[config.mk]
export PLATFORM = sky130hd
export DESIGN_NAME = cordic_iter_unload
export DESIGN_NICKNAME = d
export VERILOG_FILES = /design/src/rtl/cordic_iter_unload.sv
export SDC_FILE = /design/constraint.sdc
export NUM_CORES = 1
export LEC_CHECK = 0
export CAP_MARGIN = 30
export CORE_MARGIN = 5
export CORE_UTILIZATION = 47
export DETAILED_ROUTE_END_ITERATION = 12
export PLACE_DENSITY = 0.79
export SYNTH_ARGS = -nofsm -noshare
export SYNTH_HDL_FRONTEND = slang
export SYNTH_SLANG_ARGS = --single-unit
[constraint.sdc]
create_clock -name CLK -period 2.2 [get_ports CLK]
set_input_delay 0.22 -clock CLK [delete_from_list [all_inputs] [get_ports CLK]]
set_output_delay 0.22 -clock CLK [all_outputs]
set_load 0.005 [all_outputs]
[src/rtl/cordic_iter_unload.sv]
`default_nettype none
// ============================================================================
//  Module      : cordic_iter_unload
//  Description : Sequences one CORDIC computation (mux select and iteration
//                index), then captures the loop register into an output FIFO
//                that is drained with a valid/ready handshake.
//  Revision    : 1.0 - initial release
// ============================================================================
module cordic_iter_unload #(
    parameter int WIDTH = 6,
    parameter int ITERS = 8,
    parameter int DEPTH = 2
) (
    input  logic                       CLK,
    input  logic                       RSTn,
    input  logic                       start,
    output logic                       start_ready,
    input  logic                       abort,
    input  logic [WIDTH-1:0]           loop_in,
    output logic                       sel_init,
    output logic [$clog2(ITERS)-1:0]   iter,
    output logic                       busy,
    output logic                       done,
    output logic [WIDTH-1:0]           out_data,
    output logic                       out_valid,
    input  logic                       out_ready,
    output logic [$clog2(DEPTH):0]     count
);

    localparam int IW = $clog2(ITERS);
    localparam int PW = $clog2(DEPTH);
    localparam int CW = PW + 1;

    localparam logic [IW-1:0] c_ITER_LAST = IW'(ITERS - 1);
    localparam logic [CW-1:0] c_DEPTH     = CW'(DEPTH);

    typedef enum logic [1:0] {
        S_IDLE    = 2'd0,
        S_RUN     = 2'd1,
        S_CAPTURE = 2'd2
    } state_t;

    state_t             r_state;
    state_t             w_state_nxt;
    logic [IW-1:0]      r_iter;
    logic [IW-1:0]      w_iter_nxt;

    logic [WIDTH-1:0]   r_mem [DEPTH];
    logic [PW-1:0]      r_wr_ptr;
    logic [PW-1:0]      r_rd_ptr;
    logic [CW-1:0]      r_count;

    logic               w_start_ready;
    logic               w_push;
    logic               w_pop;

    // Sequencer state register
    always_ff @(posedge CLK) begin
        if (!RSTn) begin
            r_state <= S_IDLE;
            r_iter  <= '0;
        end else begin
            r_state <= w_state_nxt;
            r_iter  <= w_iter_nxt;
        end
    end

    // A start only reserves a FIFO slot when one is free, so CAPTURE can
    // always push without an overflow check.
    assign w_start_ready = (r_state == S_IDLE) && (r_count < c_DEPTH);

    always_comb begin
        w_state_nxt = r_state;
        w_iter_nxt  = r_iter;
        case (r_state)
            S_IDLE: begin
                w_iter_nxt = '0;
                if (start && w_start_ready) begin
                    w_state_nxt = S_RUN;
                end
            end
            S_RUN: begin
                if (abort) begin
                    w_state_nxt = S_IDLE;
                    w_iter_nxt  = '0;
                end else if (r_iter == c_ITER_LAST) begin
                    w_state_nxt = S_CAPTURE;
                    w_iter_nxt  = '0;
                end else begin
                    w_iter_nxt  = r_iter + 1'b1;
                end
            end
            S_CAPTURE: begin
                w_state_nxt = S_IDLE;
                w_iter_nxt  = '0;
            end
            default: begin
                w_state_nxt = S_IDLE;
                w_iter_nxt  = '0;
            end
        endcase
    end

    assign w_push = (r_state == S_CAPTURE) && !abort;
    assign w_pop  = (r_count != '0) && out_ready;

    // Output FIFO; storage is cleared on reset so out_data reads zero after it
    always_ff @(posedge CLK) begin
        if (!RSTn) begin
            for (int i = 0; i < DEPTH; i++) begin
                r_mem[i] <= '0;
            end
            r_wr_ptr <= '0;
            r_rd_ptr <= '0;
            r_count  <= '0;
        end else begin
            if (w_push) begin
                r_mem[r_wr_ptr] <= loop_in;
                r_wr_ptr        <= r_wr_ptr + 1'b1;
            end
            if (w_pop) begin
                r_rd_ptr <= r_rd_ptr + 1'b1;
            end
            case ({w_push, w_pop})
                2'b10:   r_count <= r_count + 1'b1;
                2'b01:   r_count <= r_count - 1'b1;
                default: r_count <= r_count;
            endcase
        end
    end

    assign start_ready = w_start_ready;
    assign sel_init    = (r_state == S_RUN) && (r_iter == '0);
    assign iter        = r_iter;
    assign busy        = (r_state == S_RUN) || (r_state == S_CAPTURE);
    assign done        = w_push;
    assign out_data    = r_mem[r_rd_ptr];
    assign out_valid   = (r_count != '0);
    assign count       = r_count;

endmodule
`default_nettype wire

==> flow_summary.toml, run 1 <==
[route]
drc_errors = 0
highest_layer = "met4"
dr.pass1.iters = 3
via_count = 710
drt_iter0_drc = 9
vias_per_cell = 4.863
met3_length_um = 109
route.met2.wl_um = 1001
wl_met1_um = 791
ant_nets = 0
totalWireLength_um = 1918
routedWlPerCell_um = 13.14

[critical_path]
critical_path_buf_inv_count = 2
crit_fanout = 4
critPathTopFamily = "buffers and inverters"
critPathRequiredTime_ns = 1.98
crit_chain = "inv_1 -> ha_1 -> nor2b_1 -> clkdlybuf4s50_1"
endpoint_kind = "primary output"
slowest_delay_ns = 0.50
crit_type = "reg2out"
start_kind = "flip-flop"
critical_path.slowest_cell = "clkdlybuf4s50_1"
crit_arrival_ns = 1.59

[clock_tree]
cts_root_buffer = "clkbuf_4"
clkSinkCount = 22
cts_resized = 0
htree_levels = 1
clk_latency_ns = 0.30
cts_tree = "done"
cts.hold.buffers_added = 0
clockBufferDepth = 2
postCtsSetupBuffers = 0
clk_pin_slew_ns = 0.10
numCtsBuffers = 3

[power]
power_frac_seq_pct = 60.5
p_leak_nw = 0.5797
combPwrFrac_pct = 15.3
p_clk_share_pct = 24.2
p_per_area_mw_per_mm2 = 535.8
p_sw_uw = 160.6
ir_drop_v = 0.0002847
intPower_uw = 587.5
p_sw_share_pct = 21.47

[layout]
num_antenna_cells = 0
drive_above_1_share_pct = 7.627
syn_to_final_growth_pct = 30.68
nets = 138

[logic_synthesis]
synth-main-ff-cell = "edfxtp_1"
synth_cells = 88
syn_avg_cell_area_sq_um = 12.14
synth_edf_count = 12
synth_nets = 107
async_reset_ff_share_pct = 0
ys_seq_area_share_pct = 52.46
ys_warn_count = 0
ys_ff_latch = 22
syn-cell-area_sq_mm = 0.001069
yosysUniqueCellTypes = 27

[outcome]
outcome = "completed"

[place]
place.port_buffers = 26
post-place-ws_ns = 0.4222
place_congestion = 0.7148
dpl.hpwl_um = 1522

[sta]
fin_setup_tns_ns = 0
finalWorstSetupSlack_ns = 0.3895
hold_viol_final = 0
grt_setup_unrepaired = "false"
skew_ns = 0.01094
relSlewSlack_pct = 72.10
tightest_slew_ns = 0.4176
period_minus_slack_ns = 1.810
slew_viol_final = 0
whs_ns = 0.4871
setup_viol = 0
min_period_over_period_pct = 82.29
fmax_ghz = 0.5523

[hold_path]
worstHoldPathType = "reg2reg"

[die]
num_rows = 17
die-area_sq_mm = 0.003327
pin_count = 27
start_util_pct = 48.77
coreArea_sq_mm = 0.002191
fp.dieH_um = 57.68
die_w_um = 57.68

[flow_run]
maxCapViolations = 0

[grt]
grt_pass1_wl_um = 3374
grt_overflow = 0
grt_pass1_vias = 762
grt.total_usage_pct = 13.05
antenna_found_initial = 0
grt_max_degree = 15
## metal layers
metal	global-route usage (%)	vias up
li1	-	359
met1	14.89	333
met2	22.74	16
met3	4.009	2
met4	4.967	0
met5	0	-
## cell usage after synthesis (2+ instances only)
cell | n | area (sq um)
nand2b_1 | 2 | 12.51
dfxtp_1 | 10 | 200.2
and2_1 | 14 | 87.58
nor2b_1 | 3 | 18.77
xnor2_1 | 4 | 35.03
ha_1 | 8 | 100.1
o21ai_0 | 2 | 10.01
mux2_1 | 6 | 67.56
and3_1 | 4 | 25.02
a21boi_1 | 2 | 15.01
edfxtp_1 | 12 | 360.4
inv_1 | 5 | 18.77
nand2_1 | 2 | 7.510
## cells by family (layout without fill, tap and decap cells)
group,count (synthesis),in the layout,share of synthesized area [%]
fa+ha+maj,8,8,9.368
simple gates,31,31,19.32
buf+inv,8,38,2.926
xor+xnor,4,4,3.278
mux,7,7,7.260
flops,22,22,52.46
compound gates,8,8,5.386
## layout make-up
class / count / area (sq um)
clock buffers: 4 / 26.28
fillers: 180 / 794.5
inverters: 6 / 22.52
multi-input cells: 58 / 476.7
flip-flops and latches: 22 / 560.5
well taps: 28 / 35.03
repair buffers: 28 / 275.3
## sequential cells by signal (all words and copies together) (netlist names), named ones only
register,flops
r_state,2
r_rd_ptr,1
iter,3
r_mem,12
r_wr_ptr,1
count,2
## worst paths after layout
kind | startpoint | endpoint | slack, ns | cells past startpoint
setup / recovery | r_state[0] | start_ready | 0.39 | 4
setup reg to reg | r_state[0] | count[1] | 0.55 | 6
hold / removal | r_state[0] | r_state[0] | 0.49 | 2
hold reg to reg | r_state[0] | r_state[0] | 0.49 | 2
## placed cells by master, fill, tap and decap left out, types with 2 or more instances in the layout
master,Yosys,final
clkbuf_4,0,3
clkdlybuf4s50_1,0,26
edfxtp_1,12,12
o21ai_0,2,2
a21boi_1,2,2
buf_4,0,2
nand2b_1,2,2
mux2_1,6,6
and2_1,14,14
nand2_1,2,2
dfxtp_1,10,10
and3_1,4,4
nor2b_1,3,3
xnor2_1,4,4
inv_1,5,5
ha_1,8,8
## worst register-to-register path, delay by kind of cell (launching register included)
kind                     cells  cell delay (ns)
AO/OA/AOI/OAI                1             0.15
adder cells (fa/ha/maj)      2             0.54
buffers and inverters        1             0.10
flip-flops                   1             0.34
AND/OR/NAND/NOR              2             0.47
## per-stage QoR
stage / cells / utilization (%) / power (mW) / instance area (sq um)
after global routing: 146 / 63.74 / 0.7990 / 1396
after detailed placement: 142 / 62.54 / 0.5781 / 1370
after floorplan: 88 / - / 0.5110 / 1069
after CTS: 146 / 63.74 / 0.7601 / 1396
after global placement: 142 / 62.54 / 0.5759 / 1370
final: 146 / 63.74 / 0.7482 / 1396
## power groups by stage
stage	clock network (mW)	logic, mW	registers [mW]
6_report	0.181	0.115	0.453
5_1_grt	0.214	0.130	0.455
4_1_cts	0.190	0.117	0.453
3_5_place_dp	0	0.116	0.462
3_3_place_gp	0	0.114	0.462
2_1_floorplan	0	0.0506	0.460
No activity file was read; power rests on OpenSTA's default activity.
==> inputs of run 2 (changes only) <==
--- a/config.mk
+++ b/config.mk
@@ -7,9 +7,9 @@
 export LEC_CHECK = 0
 export CAP_MARGIN = 30
 export CORE_MARGIN = 5
-export CORE_UTILIZATION = 47
+export CORE_UTILIZATION = 43
 export DETAILED_ROUTE_END_ITERATION = 12
-export PLACE_DENSITY = 0.79
+export PLACE_DENSITY = 0.76
 export SYNTH_ARGS = -nofsm -noshare
 export SYNTH_HDL_FRONTEND = slang
 export SYNTH_SLANG_ARGS = --single-unit
==> constraint.sdc (replaced) <==
create_clock -name CLK -period 1.6 [get_ports CLK]
set_input_delay 0.16 -clock CLK [delete_from_list [all_inputs] [get_ports CLK]]
set_output_delay 0.16 -clock CLK [all_outputs]
set_load 0.005 [all_outputs]
==> run 2 against run 1 <==
Against the previous run: die area rose by 7.7%; final cell count rose by 7.5%; non-clock buffer count rose by 9; first-iteration DRC count rose by 100%; critical path depth fell by 2; critical path type unchanged; largest power group unchanged; highest routed layer unchanged.
==> flow_summary.toml, run 2 (synthesis gave the netlist of run 1 again) <==
[power]
p_total_mw = 1.027
p_leak_nw = 0.6428
p_sw_uw = 227.3
power_frac_seq_pct = 60.5
intPower_uw = 800.2
ir_drop_v = 0.0005150
p_per_area_mw_per_mm2 = 691.2
p_clk_share_pct = 23.9
p_sw_share_pct = 22.12
combPwrFrac_pct = 15.6

[die]
coreArea_sq_mm = 0.002432
die-area_sq_mm = 0.003582
start_util_pct = 43.93
die_w_um = 59.85
num_rows = 18
fp.dieH_um = 59.85
pin_count = 27

[clock_tree]
clk_pin_slew_ns = 0.11
cts_root_buffer = "clkbuf_4"
clkSinkCount = 22
clockBufferDepth = 2
cts_tree = "done"
clk_latency_ns = 0.30
htree_levels = 1
cts.hold.buffers_added = 0
numCtsBuffers = 3

[route]
via_count = 739
drc_errors = 0
ant_nets = 0
dr.pass1.iters = 2
routedWlPerCell_um = 12.67
drt_iter0_drc = 18
totalWireLength_um = 1989
vias_per_cell = 4.707

[hold_path]
min-delay-start = "loop_in[2]"
whs_path_depth = 2
holdPathEnd = "r_mem[0][2]"
worstHoldPathType = "in2reg"

[critical_path]
endpoint_kind = "primary output"
critPathRequiredTime_ns = 1.44
r2r_setup_slack_ns = 0.09
worstReg2RegEnd = "r_mem[1][2]"
start_kind = "flip-flop"
crit_fanout = 5
timing.rr.start = "r_state[1]"
crit_type = "reg2out"
crit_arrival_ns = 1.36
r2r_cells = 6

[grt]
grt_pass1_vias = 793
grt_pass1_wl_um = 3353
antenna_found_initial = 0
grt_max_degree = 13
grt.total_usage_pct = 12.58
grt_overflow = 0

[sta]
fmax_ghz = 0.6567
period_minus_slack_ns = 1.523
grt_setup_unrepaired = "false"
min_period_over_period_pct = 95.17
skew_ns = 0.001122
slew_viol_final = 0
relSlewSlack_pct = 71.25
tightest_slew_ns = 0.4304
whs_ns = 0.5314
hold_viol_final = 0
finalWorstSetupSlack_ns = 0.07732
setup_viol = 0
fin_setup_tns_ns = 0

[layout]
layout_common_cells = "clkdlybuf4s50_1 (16), and2_1 (14), edfxtp_1 (12), buf_4 (11)"
layout_commonest_cell = "clkdlybuf4s50_1"
fillers = 229
largest_reg_flops = 12
final_area_sq_mm = 0.001486
syn_to_final_growth_pct = 39.11
nets = 147
largest_register = "r_mem"
drive_above_1_share_pct = 22.05
num_antenna_cells = 0

[place]
dpl.hpwl_um = 1596
dpl_cell_area_sq_mm = 0.001410
place_congestion = 0.7529
place.port_buffers = 26
post-place-ws_ns = -0.02737

[flow_run]
maxCapViolations = 0

[outcome]
outcome = "completed"
[run 2: final cells by class]
cell class                 instances  area, sq um  area share (%)
inverter                           6        22.52           1.515
sequential                        22        568.0           38.22
timing repair buffer              37        335.3           22.56
multi-input combinational         58        496.7           33.42
tap                               30        37.54           2.525
clock buffer                       3        22.52           1.515
clock inverter                     1        3.754          0.2525
[run 2: critical path, stage by stage (launching register included)]
cell             delay (ns)
dfxtp_1                0.44
or2_1                  0.13
clkdlybuf4s50_1        0.49
[run 2: routing by layer]
metal | up-vias | routed length [um] | track usage (%)
met1 | 340 | 771 | 13.19
li1 | 378 | - | -
met4 | 0 | 25 | 3.797
met2 | 19 | 1073 | 23.92
met3 | 2 | 119 | 3.456
met5 | - | 0 | 0
[run 2: repair_timing]
action | 4_1_cts | 5_1_grt
endpoints found under the setup margin | 11 | 6
setup buffers | 4 | 0
hold endpoints to repair | 0 | 0
resized for setup | 19 | 6
gates cloned | 0 | 0
pin swaps | 0 | 1
[run 2: power groups by stage]
stage / sequential (mW) / combinational (mW) / clock (mW)
after global placement: 0.634 / 0.161 / 0
after detailed placement: 0.636 / 0.163 / 0
final: 0.621 / 0.160 / 0.246
after global routing: 0.625 / 0.179 / 0.287
after floorplan: 0.633 / 0.0695 / 0
after CTS: 0.622 / 0.161 / 0.258
[run 2: worst max path at each step]
stage / cells after the start / slack [ns] / endpoint / start
2_1_floorplan: 4 / 0.06 / r_mem[0][0] / r_state[0]
3_3_place_gp: 5 / 0.003 / count[1] / abort
3_5_place_dp: 5 / -0.03 / count[1] / abort
4_1_cts: 6 / 0.02 / count[1] / r_state[1]
5_1_grt: 7 / 0.003 / count[1] / r_state[1]
6_report: 2 / 0.08 / out_valid / count[0]
[run 2: stage by stage]
stage | cells | util, %
2_1_floorplan | 88 | -
3_3_place_gp | 149 | 57.97
3_5_place_dp | 149 | 57.97
4_1_cts | 157 | 60.34
5_1_grt | 157 | 61.11
6_report | 157 | 61.11
